### src/rtl/uart_tx_fifo.sv
// Purpose : 8N1 UART transmitter fed by a small byte FIFO.
// Latency : 2 cycles from an enqueue into an empty, idle block to the start bit on tx.
// Backpr. : tx_ready drops when the FIFO holds FIFO_DEPTH bytes; a tx_valid while full is dropped.
//
// Ports:
//   clk, reset          rising-edge clock, synchronous active-high reset
//   tx_data, tx_valid   byte offered by the producer
//   tx_ready            combinational, high while the FIFO is not full
//   tx, tx_busy         registered serial line (idles high) and frame-in-progress flag
//   fifo_count          bytes queued, not counting the byte being shifted out
module uart_tx_fifo #(
    parameter int CLOCK_FREQ = 100000000,
    parameter int BAUD_RATE  = 9600,
    parameter int FIFO_DEPTH = 4
) (
    input  logic                         clk,
    input  logic                         reset,
    input  logic [7:0]                   tx_data,
    input  logic                         tx_valid,
    output logic                         tx_ready,
    output logic                         tx,
    output logic                         tx_busy,
    output logic [$clog2(FIFO_DEPTH):0]  fifo_count
);

    localparam int BAUD_DIVISOR = CLOCK_FREQ / BAUD_RATE;
    localparam int CW = $clog2(BAUD_DIVISOR);
    localparam int PW = $clog2(FIFO_DEPTH);
    localparam int NW = PW + 1;
    localparam logic [CW-1:0] BAUD_LAST  = CW'(BAUD_DIVISOR - 1);
    localparam logic [NW-1:0] FULL_COUNT = NW'(FIFO_DEPTH);

    typedef enum logic [1:0] {
        IDLE  = 2'd0,
        START = 2'd1,
        DATA  = 2'd2,
        STOP  = 2'd3
    } state_t;

    state_t          state_q, state_d;
    logic [CW-1:0]   baud_q, baud_d;
    logic [2:0]      bit_q, bit_d;
    logic [7:0]      shift_q, shift_d;
    logic            tx_q, tx_d;
    logic            busy_q, busy_d;
    logic [PW-1:0]   rd_ptr_q, wr_ptr_q;
    logic [NW-1:0]   count_q;
    logic [7:0]      mem [FIFO_DEPTH];

    logic push, pop, baud_term, have_data;

    assign have_data = (count_q != '0);
    assign tx_ready  = (count_q != FULL_COUNT);
    assign push      = tx_valid && tx_ready;
    assign baud_term = (baud_q == BAUD_LAST);

    always_comb begin
        state_d = state_q;
        baud_d  = baud_q;
        bit_d   = bit_q;
        shift_d = shift_q;
        pop     = 1'b0;
        tx_d    = 1'b1;
        busy_d  = 1'b0;

        case (state_q)
            IDLE: begin
                if (have_data) begin
                    pop     = 1'b1;
                    state_d = START;
                    baud_d  = '0;
                end
            end
            START: begin
                if (baud_term) begin
                    state_d = DATA;
                    baud_d  = '0;
                    bit_d   = 3'd0;
                end else begin
                    baud_d = baud_q + 1'b1;
                end
            end
            DATA: begin
                if (baud_term) begin
                    baud_d = '0;
                    if (bit_q == 3'd7) begin
                        state_d = STOP;
                    end else begin
                        bit_d = bit_q + 3'd1;
                    end
                end else begin
                    baud_d = baud_q + 1'b1;
                end
            end
            STOP: begin
                if (baud_term) begin
                    baud_d = '0;
                    // Chain straight into the next start bit when bytes are waiting.
                    if (have_data) begin
                        pop     = 1'b1;
                        state_d = START;
                    end else begin
                        state_d = IDLE;
                    end
                end else begin
                    baud_d = baud_q + 1'b1;
                end
            end
            default: state_d = IDLE;
        endcase

        if (pop) begin
            shift_d = mem[rd_ptr_q];
        end

        // tx/tx_busy are registered from the next state so the line level
        // appears in the same cycle the FSM enters a state.
        case (state_d)
            START:   tx_d = 1'b0;
            DATA:    tx_d = shift_d[bit_d];
            default: tx_d = 1'b1;
        endcase
        busy_d = (state_d != IDLE);
    end

    always_ff @(posedge clk) begin
        if (reset) begin
            state_q  <= IDLE;
            baud_q   <= '0;
            bit_q    <= 3'd0;
            shift_q  <= 8'h00;
            tx_q     <= 1'b1;
            busy_q   <= 1'b0;
            rd_ptr_q <= '0;
            wr_ptr_q <= '0;
            count_q  <= '0;
        end else begin
            state_q <= state_d;
            baud_q  <= baud_d;
            bit_q   <= bit_d;
            shift_q <= shift_d;
            tx_q    <= tx_d;
            busy_q  <= busy_d;
            if (push) begin
                wr_ptr_q <= wr_ptr_q + 1'b1;
            end
            if (pop) begin
                rd_ptr_q <= rd_ptr_q + 1'b1;
            end
            case ({push, pop})
                2'b10:   count_q <= count_q + 1'b1;
                2'b01:   count_q <= count_q - 1'b1;
                default: count_q <= count_q;
            endcase
        end
    end

    // Storage needs no reset: an entry is only read after it has been written.
    always_ff @(posedge clk) begin
        if (!reset && push) begin
            mem[wr_ptr_q] <= tx_data;
        end
    end

    assign tx         = tx_q;
    assign tx_busy    = busy_q;
    assign fifo_count = count_q;

endmodule
### config.mk
export PLATFORM = sky130hd
export DESIGN_NAME = uart_tx_fifo
export DESIGN_NICKNAME = d
export VERILOG_FILES = /design/src/rtl/uart_tx_fifo.sv
export SDC_FILE = /design/constraint.sdc
export NUM_CORES = 1
export LEC_CHECK = 0
export CORE_ASPECT_RATIO = 1.25
export CORE_MARGIN = 5
export CORE_UTILIZATION = 35
export DETAILED_ROUTE_END_ITERATION = 10
export HOLD_SLACK_MARGIN = 0.05
export PLACE_DENSITY = 0.57
export SLEW_MARGIN = 20
export SYNTH_ARGS = -nofsm -noshare
export SYNTH_HDL_FRONTEND = slang
export SYNTH_SLANG_ARGS = --single-unit
export TNS_END_PERCENT = 20
### constraint.sdc
create_clock -name clk -period 6.67 [get_ports clk]
set_input_delay 1.334 -clock clk [delete_from_list [all_inputs] [get_ports clk]]
set_output_delay 1.334 -clock clk [all_outputs]
set_load 0.02 [all_outputs]
==> metrics, run 1 <==
area grow syn2layout 16.74%; Row Count 39; first-pass GRT wire length around 10000 um; # fillers 898; Ports 17; post-synthesis mux area share between 9 and 10%; RSZ-0062 raised after global routing no; Worst VDD drop 0.2195 mV; DRC 0; CP dominant cell by count ha_1; CTS Root Cell clkbuf_16; CTS buffer count 9; R2R Path End fifo_count[2]; Multi-input gate area 1401 um^2; Flop pwr share between 30% and 40%; setup TNS 0 ns; Place WS about 3.4 ns; syn_area_per_cell 11.53 um^2; post-synthesis adder-cell area fraction 5.271%; Most used DFF post-synth dfxtp_1; core area 9076 um^2; Placed Instances 408; Worst Max-Slew Pin Slew 0.9765 ns; die area 11260 um^2; post-CTS sizing 0; total gr overflow 0; worst path cell trace ha_1 > and3_1 > a41oi_1 > nor3_2 > ha_1 > fa_1 > xnor2_1 > or3_1 > a21oi_1; n_diodes 0; GRT Util Overall 11.36%; EDFF count, synth 32; Setup-failing EPs final 0; WP data arrival 3.25 ns; flop2flop setup slack 3.67 ns; via count 2083; Syn Nets 304; number of global-route vias before repair 2124; worst skew pair latency 0.33 ns; Synth Cell Area roughly 3200 um^2; Switching Fraction between 30% and 40%; Worst Setup End Kind flop; most common cell after layout, fill and taps aside nor2_1; Setup Skew 0.008052 ns; crit-path max cell delay 0.80 ns; first-pass iteration count of the detailed router 4; Final min period about 3 ns; critical path depth in cells 9; pin count of the biggest net entering global routing 40; Comb power frac 32.2%; initial antenna violation count 0; Die X 95.90 um; Vias per Instance 4.913; clock transition at the registers of the reported paths 0.06 ns; Post-DP HPWL 3978 um; antenna viol nets, final 0; Avg WL per Cell 13.83 um; CP Data Required Time about 6.9 ns; Seq/Total Area, Yosys 53.33%; setup bufs post-CTS 0; startpoint class of the critical path flop; H-tree levels 3; Sw Pwr a little over 500 uW; # port buffers 16; Int Power 1019 uW; Synth Area in Compound Gates 10.16%; fraction of layout cells with a size suffix above 1 12.96%; critical path type reg -> reg; routed wire length 5863 um; NumNets Final 320; CP max FO 11; Yosys cell types 52; Final Non-Filler Cells 424; Synth Area in XOR/XNOR under 10%; Max-slew headroom around 35%; status finished, final reports clean; reg2reg start baud_q[0]; starting DRC count in detailed routing 71; Ys Warns 0; Tcrit/Tclk final 44.99%; total power about 1500 uW; CP top delay family simple AND/OR/NAND/NOR gates; PwrDens 408.0 nW/um^2; Die Y ~120 um; Reg2Reg Depth 9; CTS Sinks 70; FFs w/ async S/R, synth 0%; worst hold path type reg -> reg; CP startpoint baud_q[0]; hold slack 0.4898 ns; CP Buf/Inv Count 0; RePlAce Congestion 0.7724; pins over their slew limit 0; Post-CTS Hold Fix Bufs 0; Yosys reg bits 70; CP max stage cell nor3_2; # Max-Cap Violations 0; Critical Path End fifo_count[2]; Final Hold Fails 0; share of total power in the clock network 31.6%; post-synthesis cell count 280; commonest cells after routing, fill and taps aside 39 x nor2_1, 38 x dfxtp_1, 32 x edfxtp_1; Starting Density 35.57%; LEAKAGE between 0.001 and 0.0015 uW; simple logic cell fraction of the synthesized area between 10% and 20%; Max Freq 0.3333 GHz; Register Area 1722 um^2; clk buf depth 2; final worst slack ~3.7 ns; combinational family with the most area after synthesis simple AND/OR/NAND/NOR gates; CTS tree built
## area by class of cell
class,instances,area share (%)
flip-flops and latches,70,45.68
clock buffers,9,5.976
well taps,123,4.084
repair buffers,17,4.449
inverters,5,0.4980
multi-input cells,193,37.18
clock inverters,7,2.125
## synthesized netlist by cell type, types with 2 or more instances
cell type	n	area [um^2]
nor2_1	39	146.4
dfxtp_1	38	760.7
edfxtp_1	32	960.9
nand2_1	25	93.84
a21oi_1	17	85.08
ha_1	12	150.1
o21ai_0	11	55.05
mux2i_1	9	90.09
mux4_2	8	180.2
nor3_1	6	30.03
and2_1	5	31.28
clkbuf_1	5	18.77
inv_1	5	18.77
nand3_1	5	25.02
a22oi_1	4	30.03
nor3b_1	4	30.03
a31oi_1	3	18.77
a41oi_1	3	26.28
and3_1	3	18.77
buf_6	3	33.78
mux2_2	3	33.78
nor2b_1	3	18.77
xnor2_1	3	26.28
a311oi_1	2	17.52
and3_2	2	15.01
buf_4	2	15.01
or3_1	2	12.51
xor2_1	2	17.52
## worst reg2reg max path: cells and delay by family, from the launching register on
| kind | cells | cell delay (ns) |
|---|---|---|
| compound gates | 2 | 0.31 |
| xor+xnor | 1 | 0.08 |
| fa+ha+maj | 3 | 0.75 |
| flops | 1 | 0.39 |
| simple gates | 3 | 1.39 |
## kinds of logic (layout without fill, tap and decap cells)
| group | Yosys count | after routing |
|---|---|---|
| flip-flops | 70 | 70 |
| adder cells (fa/ha/maj) | 13 | 13 |
| buffers and inverters | 17 | 38 |
| multiplexers | 21 | 21 |
| AND/OR/NAND/NOR | 104 | 104 |
| XOR/XNOR | 5 | 5 |
| AO/OA/AOI/OAI | 50 | 50 |
## state kept, by name, summed over array words and instances, names as in the netlist, named ones only
| register | cells |
|---|---|
| baud_q | 14 |
| bit_q | 3 |
| fifo_count | 3 |
| mem | 32 |
| rd_ptr_q | 2 |
| shift_q | 8 |
| state_q | 2 |
| tx | 1 |
| tx_busy | 1 |
| wr_ptr_q | 2 |
## power groups by stage
stage          combinational (uW)  clock [uW]  sequential, uW
6_report                      494         486             557
5_1_grt                       557         515             566
4_1_cts                       503         497             559
3_5_place_dp                  499           0             567
3_3_place_gp                  494           0             566
2_1_floorplan                 397           0             562
## layer usage
metal  share of wire (%)  vias to the layer above  GRT usage (%)
li1                    -                     1055              -
met1                  46                      987          13.93
met2                  49                       32          18.70
met3                 3.2                        9          3.329
met4                 1.2                        0          4.004
met5                   0                        -              0
## worst min-delay path by stage
| stage | from | to | slack, ns | cells past startpoint |
|---|---|---|---|---|
| CTS | shift_q[7] | shift_q[7] | 0.49 | 2 |
| global route | shift_q[1] | shift_q[1] | 0.53 | 2 |
| global placement | shift_q[0] | shift_q[0] | 0.47 | 2 |
| floorplan | shift_q[1] | shift_q[1] | 0.45 | 2 |
| finish | shift_q[7] | shift_q[7] | 0.49 | 2 |
| detailed placement | shift_q[7] | shift_q[7] | 0.48 | 2 |
## stage by stage
| stage | util (%) | instance area [um^2] |
|---|---|---|
| 6_report | 41.52 | 3769 |
| 5_1_grt | 41.52 | 3769 |
| 4_1_cts | 41.52 | 3769 |
| 3_5_place_dp | 38.16 | 3463 |
| 3_3_place_gp | 38.16 | 3463 |
| 2_1_floorplan | - | 3228 |
(Power assumes the default switching activity.)
==> run 2: changes to the inputs <==
==> constraint.sdc (replaced) <==
create_clock -name clk -period 3.1 [get_ports clk]
set_input_delay 0.62 -clock clk [delete_from_list [all_inputs] [get_ports clk]]
set_output_delay 0.62 -clock clk [all_outputs]
set_load 0.02 [all_outputs]
==> metrics, run 2 (same netlist as run 1, synthesis figures left out) <==
status finished, final reports clean; reg2reg start baud_q[0]; Avg WL per Cell 13.39 um; critical path type reg -> reg; hold depth 2; post-route cell area 3794 um^2; commonest cells after routing, fill and taps aside 39 x nor2_1, 38 x dfxtp_1, 32 x edfxtp_1; number of global-route vias before repair 2092; Final min period 2.744 ns; Post-CTS Hold Fix Bufs 0; routed wire length between 5000 and 6000 um; Worst VDD drop between 0.3 and 0.4 mV; NumNets Final approximately 320; clk buf depth 2; worst skew pair latency roughly 0.33 ns; Vias per Instance 4.930; Starting Density 35.57%; hold slack slightly below 0.5 ns; Tcrit/Tclk final between 80% and 90%; CTS buffer count 9; Ports 17; CP Data Required Time 3.30 ns; Worst Setup End Kind flop; pins over their slew limit 0; Row Count 39; CTS Sinks 70; antenna viol nets, final 0; LEAKAGE around 0.0014 uW; pin count of the biggest net entering global routing 39; CP max FO 7; PwrDens 873.4 nW/um^2; RSZ-0062 raised after global routing no; CTS Root Cell clkbuf_16; die area 11260 um^2; Reg2Reg Depth 9; top flop regs mem: 32 flops, baud_q: 14 flops, shift_q: 8 flops; Place WS between 0.3 and 0.4 ns; via count around 2100; n_diodes 0; total power 3314 uW; area grow syn2layout 17.52%; R2R Path End tx; CTS tree built; starting DRC count in detailed routing 56; RePlAce Congestion 0.7322; setup TNS 0 ns; Max-slew headroom about two thirds; H-tree levels 3; total gr overflow 0; most common cell after layout, fill and taps aside nor2_1; Die Y 117.4 um; Critical Path End tx; startpoint class of the critical path flop; fraction of layout cells with a size suffix above 1 14.10%; clock transition at the registers of the reported paths 0.06 ns; worst hold path type reg -> reg; most flop-heavy register mem; Max Freq 0.3645 GHz; setup bufs post-CTS 0; Setup-failing EPs final 0; final worst slack 0.3563 ns; DRC 0; Die X 95.90 um; flop2flop setup slack 0.36 ns; Final Hold Fails 0; post-CTS sizing 0; max reg flops 32; Setup Skew between 0.004 and 0.005 ns; GRT Util Overall 11.38%; # port buffers 16; CP startpoint baud_q[0]; WP data arrival a little under 3 ns; Worst Max-Slew Pin Slew 0.4867 ns; Post-Place Cell Area 3493 um^2; initial antenna violation count 0; first-pass GRT wire length 10070 um; Post-DP HPWL 4010 um; # Max-Cap Violations 0; first-pass iteration count of the detailed router 4; core area just over 9000 um^2
-- run 2: metal layers --
metal  up-vias  routed length (um)  track usage (%)
met1      1008                2599            14.01
met2        29                2848            18.23
met3        13                 154            3.969
met5         -                   0                0
met4         0                 130            4.004
li1       1060                   -                -
-- run 2: final cells by class --
type                    instances  area, um^2
inverters                       5       18.77
well taps                     123       153.9
repair buffers                 21       197.7
fillers                       879        5283
flip-flops and latches         70        1722
clock buffers                   9       225.2
multi-input cells             193        1401
clock inverters                 7       75.07
-- run 2: worst max-delay path, cell delays in order (launching register included) --
cell     delay [ns]
dfxtp_1        0.39
ha_1           0.19
and3_1         0.28
a41oi_1        0.18
nor3_2         0.39
buf_4          0.26
mux2_2         0.36
mux2_2         0.27
a22oi_1        0.17
a41oi_2        0.13
-- run 2: worst min path at each step --
stage | slack [ns] | from | endpoint
after detailed placement | 0.48 | shift_q[6] | shift_q[6]
after CTS | 0.50 | shift_q[6] | shift_q[6]
final | 0.49 | shift_q[6] | shift_q[6]
after global routing | 0.52 | shift_q[0] | shift_q[0]
after global placement | 0.47 | shift_q[5] | shift_q[5]
after floorplan | 0.45 | shift_q[1] | shift_q[1]
-- run 2: through the flow --
step	std cells	utilization [%]
5_1_grt	428	41.80
6_report	428	41.80
4_1_cts	428	41.80
2_1_floorplan	280	-
3_3_place_gp	412	38.49
3_5_place_dp	412	38.49
-- run 2: power by group --
| group | internal (uW) | switching (uW) | total [uW] |
|---|---|---|---|
| clock | 624 | 391 | 1020 |
| combinational | 490 | 624 | 1110 |
| sequential | 1100 | 79.4 | 1180 |
